<file path="src/rtl/prbs_gen_multi.sv">
// prbs_gen_multi: multi-polynomial PRBS generator for the serial link test path.
// It sends comma idle words while stopped, then a fixed-length comma preamble,
// then a parallel PRBS7/15/23/31 stream. The polynomial is latched at run start.
// Optional feature macro: PRBS_ERR_INJECT_EN enables single-word error injection
// (bit 0 flip on an ERROR_IN rising edge) and the ERR_CNT counter.
module prbs_gen_multi #(
  parameter int DATA_W  = 16,
  parameter int PRE_LEN = 8
) (
  input  logic                CLK,
  input  logic                RESETGN,
  input  logic                START,
  input  logic [1:0]          MODE,
  input  logic                ERROR_IN,
  output logic [DATA_W-1:0]   DATA_OUT,
  output logic [DATA_W/8-1:0] CHAR_OUT,
  output logic                RUNNING,
  output logic [31:0]         WORD_CNT,
  output logic [15:0]         ERR_CNT
);

  // K28.5 / K28.1 comma pair, replicated across the word
  localparam logic [DATA_W-1:0] IDLE_WORD = {(DATA_W/16){16'hBC3C}};
  localparam logic [7:0]        PRE_LOAD  = 8'(PRE_LEN - 1);

  typedef enum logic [1:0] {
    ST_IDLE = 2'd0,
    ST_PRE  = 2'd1,
    ST_RUN  = 2'd2
  } state_t;

  state_t              state;
  state_t              state_next;
  logic                start_q;
  logic [1:0]          mode_q;
  logic [30:0]         lfsr;
  logic [30:0]         lfsr_next;
  logic [DATA_W-1:0]   prbs_word;
  logic [7:0]          pre_cnt;
  logic                inject;
  logic                run_start;

  // Feedback bit s[N-1] ^ s[T-1] for the selected polynomial
  function automatic logic prbs_fb(input logic [30:0] s, input logic [1:0] sel);
    logic b;
    case (sel)
      2'd0:    b = s[6]  ^ s[5];
      2'd1:    b = s[14] ^ s[13];
      2'd2:    b = s[22] ^ s[17];
      default: b = s[30] ^ s[27];
    endcase
    return b;
  endfunction

  // IDLE -> PREAMBLE edge: latch mode, reseed, clear counters
  assign run_start = (state == ST_IDLE) && (state_next == ST_PRE);

  // Unroll DATA_W serial steps; shifting all 31 bits keeps the low N bits exact
  always_comb begin
    logic [30:0] s;
    logic        b;
    s         = lfsr;
    b         = 1'b0;
    prbs_word = '0;
    for (int i = 0; i < DATA_W; i++) begin
      b            = prbs_fb(s, mode_q);
      prbs_word[i] = b;
      s            = {s[29:0], b};
    end
    lfsr_next = s;
  end

  // Next-state logic: start_q low always returns to IDLE
  always_comb begin
    state_next = state;
    case (state)
      ST_IDLE: if (start_q) state_next = ST_PRE;
      ST_PRE: begin
        if (!start_q)           state_next = ST_IDLE;
        else if (pre_cnt == '0) state_next = ST_RUN;
      end
      ST_RUN:  if (!start_q) state_next = ST_IDLE;
      default: state_next = ST_IDLE;
    endcase
  end

  // State register and START input stage
  always_ff @(posedge CLK or negedge RESETGN) begin
    if (!RESETGN) begin
      state   <= ST_IDLE;
      start_q <= 1'b0;
    end else begin
      state   <= state_next;
      start_q <= START;
    end
  end

  // Mode latch, preamble counter and LFSR advance
  always_ff @(posedge CLK or negedge RESETGN) begin
    if (!RESETGN) begin
      mode_q  <= 2'd0;
      pre_cnt <= 8'd0;
      lfsr    <= '1;
    end else if (run_start) begin
      mode_q  <= MODE;
      pre_cnt <= PRE_LOAD;
      lfsr    <= '1;
    end else begin
      if (state == ST_PRE && pre_cnt != '0) pre_cnt <= pre_cnt - 8'd1;
      if (state_next == ST_RUN)             lfsr    <= lfsr_next;
    end
  end

  // Registered outputs follow the next state so a word and its status align
  always_ff @(posedge CLK or negedge RESETGN) begin
    if (!RESETGN) begin
      DATA_OUT <= IDLE_WORD;
      CHAR_OUT <= '1;
      RUNNING  <= 1'b0;
    end else if (state_next == ST_RUN) begin
      DATA_OUT <= prbs_word ^ {{(DATA_W-1){1'b0}}, inject};
      CHAR_OUT <= '0;
      RUNNING  <= 1'b1;
    end else begin
      DATA_OUT <= IDLE_WORD;
      CHAR_OUT <= '1;
      RUNNING  <= 1'b0;
    end
  end

  // Saturating count of PRBS words sent in the current run
  always_ff @(posedge CLK or negedge RESETGN) begin
    if (!RESETGN) begin
      WORD_CNT <= '0;
    end else if (run_start) begin
      WORD_CNT <= '0;
    end else if (state_next == ST_RUN && WORD_CNT != '1) begin
      WORD_CNT <= WORD_CNT + 32'd1;
    end
  end

`ifdef PRBS_ERR_INJECT_EN
  logic err_q;
  logic err_prev;

  // Only a rising edge seen while staying in RUN flips the next word
  assign inject = (state == ST_RUN) && (state_next == ST_RUN) && err_q && !err_prev;

  // ERROR_IN input stage plus previous value for edge detection
  always_ff @(posedge CLK or negedge RESETGN) begin
    if (!RESETGN) begin
      err_q    <= 1'b0;
      err_prev <= 1'b0;
    end else begin
      err_q    <= ERROR_IN;
      err_prev <= err_q;
    end
  end

  // Saturating count of injected errors in the current run
  always_ff @(posedge CLK or negedge RESETGN) begin
    if (!RESETGN) begin
      ERR_CNT <= '0;
    end else if (run_start) begin
      ERR_CNT <= '0;
    end else if (inject && ERR_CNT != '1) begin
      ERR_CNT <= ERR_CNT + 16'd1;
    end
  end
`else
  logic unused_err_in;

  assign unused_err_in = ERROR_IN;
  assign inject        = 1'b0;
  assign ERR_CNT       = '0;
`endif

endmodule

</file>
<file path="config.mk">
export PLATFORM = sky130hd
export DESIGN_NAME = prbs_gen_multi
export DESIGN_NICKNAME = d
export VERILOG_FILES = /design/src/rtl/prbs_gen_multi.sv
export SDC_FILE = /design/constraint.sdc
export NUM_CORES = 1
export LEC_CHECK = 0
export ABC_AREA = 1
export CAP_MARGIN = 20
export CORE_MARGIN = 5
export CORE_UTILIZATION = 45
export DETAILED_ROUTE_END_ITERATION = 8
export PLACE_DENSITY = 0.67
export SYNTH_ARGS = -nofsm -noshare
export SYNTH_HDL_FRONTEND = slang
export SYNTH_SLANG_ARGS = --single-unit
</file>
<file path="constraint.sdc">
create_clock -name CLK -period 1.9 [get_ports CLK]
set_input_delay 0.285 -clock CLK [delete_from_list [all_inputs] [get_ports CLK]]
set_output_delay 0.285 -clock CLK [all_outputs]
set_load 0.05 [all_outputs]
</file>
==> results by stage <==
STA:
- After layout, the minimum clock period comes to 1940 ps.
- Measured against its own limit, the worst slew margin works out to 0.647.
- The number of pins with negative max-slew slack in the final report is 0.
- The final count of hold timing violations came to 16.
- After layout, the worst setup slack is -44.0 ps.
- Based on the critical path, the design can be clocked at up to 0.514 GHz.
- The slew at the pin closest to its max-slew limit is 529 ps.
- Setup violations remaining at the end of the flow were counted as 5.
- Between clock sinks in the finished design, the worst skew comes to 8.46 ps.
- Setup repair after global routing could not meet its margin everywhere.
- The tightest hold path in the finished design has a slack of -51.5 ps.
- The period utilization is 1.02.

Synthesis:
- After synthesis, the cell types taking the most area are sky130_fd_sc_hd__dfrtp_1 23%, sky130_fd_sc_hd__dfstp_2 19%, sky130_fd_sc_hd__nand2_1 12%, sky130_fd_sc_hd__inv_1 5.9%, sky130_fd_sc_hd__nand3_1 5.1%.
- The portion of synthesized cell area occupied by the leading cell type is 0.233.
- The portion of synthesized area spent on multiplexers is 0.
- The XOR/XNOR share of the synthesized area is 0.0276.
- The fraction of registers with async set or reset after synthesis is 1.00.
- The most frequent cell after synthesis is sky130_fd_sc_hd__nand2_1.
- After synthesis, the most frequently instantiated cells are 181 x sky130_fd_sc_hd__nand2_1, 89 x sky130_fd_sc_hd__inv_1, 58 x sky130_fd_sc_hd__nand3_1, 58 x sky130_fd_sc_hd__nor2_1, 57 x sky130_fd_sc_hd__o21ai_0.
- The basic-gate share of the synthesized area counting and, or, nand and nor cells is 0.298.
- Among all flip-flop cells after synthesis, the most frequent one is sky130_fd_sc_hd__dfrtp_1.
- In this run, synthesis inferred 0 flip-flops with an integrated enable.
- Of the total synthesized cell area, the portion taken by full adders, half adders and majority gates is 0.00439.
- In the synthesized netlist, the number of instances is 767.
- The cell type with the largest total area after synthesis is sky130_fd_sc_hd__dfrtp_1.
- The post-synthesis compound-gate area fraction is 0.140.
- The number of synthesized register bits is 94.
- The average footprint of a synthesized cell is 7.44 um2.
- The sequential share of the synthesized area is 0.421.
- Yosys printed 0 warnings.
- After synthesis, the largest family of logic cells by area is simple AND/OR/NAND/NOR gates.
- The synthesized netlist occupies a cell area of 5700 um2.
- Yosys mapped the design onto 44 distinct sky130hd cell types.

Floorplan:
- After floorplanning, the core was sized to cover 12500 um2.
- 73 I/O pins were placed.
- The height of the die is 123 um.
- The die outline area is 15000 um2.
- The floorplan has 41 rows.
- The floorplan die width is 123 um.
- For this configuration, the core starts out at a cell density of 0.456.

Worst setup path:
- Along the worst path, the maximum fanout reaches 6.
- The sort of element at the end of the critical path is a register.
- The setup check on the worst reg-to-reg path leaves a slack of -40 ps.
- The worst setup path is of the register to register kind.
- The most numerous cell on the critical path is sky130_fd_sc_hd__nand2_1.
- The total buffers and inverters traversed by the critical path is 1.
- Among all stages on the critical path, the largest delay is contributed by sky130_fd_sc_hd__dfrtp_2.
- STA puts the critical path data required time at 2200 ps.
- On the critical path the largest part of the delay comes from simple AND/OR/NAND/NOR gates.
- The signal on the critical path passes through nand2_4, clkinvlp_4, nand3_2, nand4_1, nand2_1, nand3_2, nand2_2, nand2_2, nand2_1, nand3_1, nand2_1, nand2_2, nand2_1.
- Data arrives at the worst endpoint at 2240 ps.
- The worst setup path is launched from a register.
- For this run, the slowest stage of the critical path takes 470 ps.
- The critical path crosses 13 cells after its start point.
- The depth of the worst register-to-register path is 13.

CTS:
- TritonCTS built the clock tree.
- The clock sink count is 94.
- Clock tree synthesis selected as its root buffer the cell sky130_fd_sc_hd__clkbuf_16.
- The clock transition at the registers of the reported paths is 70 ps.
- CTS built an H-tree with a depth of 3.
- The clock latency at the later pin of the worst-skew pair is 360 ps.
- The longest clock path from root to sink contains 2 buffers.
- In this run, CTS created clock tree buffers numbering 9.

Placed design:
- The number of buffers inserted by port buffering is 55.
- After legalization and detailed placement, the total HPWL measured 14000 um.
- The congestion estimate from routability-driven global placement came to 0.981.
- Timing analysis after detailed placement gives a worst setup slack of -151 ps.

Layout:
- The signed area change from the synthesized netlist to the final layout is 40.5%.
- The sequential cells in the finished layout cover a total of 2430 um2.
- The layout cell share with drive strength beyond 1 is 0.367.
- The final design utilization is 0.640.
- The fill cell instance count of the final layout is 1171.
- The number of nets in the final layout is 944.
- The number of antenna repair diodes is 0.
- The footprint of the multi-input gates is 3170 um2.

Routing:
- The final route contains 5892 vias.
- The number of antenna-violating nets in the routed design is 0.
- The mean number of vias per cell is 5.29.
- The routed length per placed instance is 17.2 um.
- After detailed routing, the number of remaining DRC violations is 0.
- The detailed-routing iteration count for the pre-antenna-repair pass is 5.
- The number of DRC violations after detailed-routing iteration 0 is 571.
- The total routed wirelength is 19100 um.

GRT:
- Entering global routing, the biggest net connects 95 pins.
- The wire length of the first global-routing pass is 29900 um.
- The number of antenna violations at the first check in global routing is 0.
- The number of global-route vias before repair is 5521.
- After global routing the overflow that remains totals 0.
- The overall track demand over capacity in global routing is 0.258.

Power and ir drop:
- The areal power density over the cells is 1280 nW/um2.
- For this design the static power due to leakage is 3.71 nW.
- The maximum ir drop on the vdd rail is 0.797 mV.

Status:
- The final reports fail on hold timing, setup timing.
- The flow ran to the end, but the final reports show violations.

Min path:
- The worst hold path class is primary input to asynchronous set/reset pin.

Run:
- The max-cap violation count is 0.
==> per-layer routing <==
layer	global-route usage	wire, um	vias up	share of wire
li1	-	-	2840	-
met1	0.385	9020	2826	0.47
met2	0.384	8460	204	0.44
met3	0.0530	1360	22	0.071
met4	0.0651	252	0	0.013
met5	0	0	-	0
==> logic make-up after synthesis <==
logic type / Yosys count
flops: 94
compound gates: 142
xor+xnor: 18
fa+ha+maj: 2
buf+inv: 137
other cells: 1
simple gates: 373
==> per-stage QoR <==
step	instances	setup TNS, ps	total power, mW	area, um2
after floorplan	782	0	5.59	5800
after global placement	1079	-618	7.30	7100
after detailed placement	1079	-789	7.34	7100
after CTS	1104	-117	9.46	7580
after global routing	1113	-2220	10.9	8010
final	1113	-179	10.2	8010
==> cell usage in the layout, fill, tap and decap left out, types with 11 or more instances in the layout <==
cell / netlist / routed
sky130_fd_sc_hd__a21oi_1: 52 / 45
sky130_fd_sc_hd__buf_4: 19 / 145
sky130_fd_sc_hd__clkdlybuf4s50_1: 0 / 18
sky130_fd_sc_hd__conb_1: 1 / 16
sky130_fd_sc_hd__dfrtp_1: 53 / 33
sky130_fd_sc_hd__dfrtp_2: 0 / 20
sky130_fd_sc_hd__dfstp_2: 41 / 41
sky130_fd_sc_hd__inv_1: 89 / 83
sky130_fd_sc_hd__nand2_1: 181 / 167
sky130_fd_sc_hd__nand2_2: 6 / 14
sky130_fd_sc_hd__nand3_1: 58 / 39
sky130_fd_sc_hd__nand3_2: 3 / 18
sky130_fd_sc_hd__nand4_1: 22 / 22
sky130_fd_sc_hd__nor2_1: 58 / 34
sky130_fd_sc_hd__nor2_2: 2 / 17
sky130_fd_sc_hd__nor2_4: 2 / 11
sky130_fd_sc_hd__nor3_1: 22 / 19
sky130_fd_sc_hd__o21ai_0: 57 / 52
sky130_fd_sc_hd__o31ai_1: 14 / 12
==> repair_timing <==
action                                  CTS  global route
gates cloned                              1             2
hold endpoints to repair                  0             0
buffers inserted                          8             8
pin swaps                                 8            26
hold buffers                              0             0
endpoints found under the setup margin   33            76
resized for setup                        39            98
==> worst register-to-register path, delay by kind of cell (launching register included) <==
kind / cells / cell delay, ps
simple gates: 12 / 1220
buf+inv: 1 / 200
flops: 1 / 470
==> final cells by class <==
cell class,instances,share of cell area
clock buffer,11,0.0316
clock inverter,5,0.00406
inverter,98,0.0500
multi-input combinational,551,0.395
sequential,94,0.303
tap,172,0.0269
timing repair buffer,181,0.188
timing repair inverter,1,0.000625
==> power breakdown <==
group / internal [mW] / leakage [nW] / switching, mW
clock: 0.960 / 0.146 / 0.824
sequential: 2.65 / 1.12 / 0.459
combinational: 2.09 / 2.44 / 3.26
==> registers in the layout (all words and copies together) (netlist names) <==
signal / count
mode_q: 2
CHAR_OUT: 1
pre_cnt: 8
start_q: 1
DATA_OUT: 16
lfsr: 31
RUNNING: 1
state: 2
WORD_CNT: 32
==> final timing paths <==
kind	startpoint	end
max	mode_q[0]	lfsr[1]
min	RESETGN	WORD_CNT[30]
max reg2reg	mode_q[0]	lfsr[1]
min reg2reg	lfsr[29]	lfsr[29]
max in group asynchronous	RESETGN	WORD_CNT[6]
min in group CLK	START	start_q
Note: power is estimated with default switching activity, not from simulation.
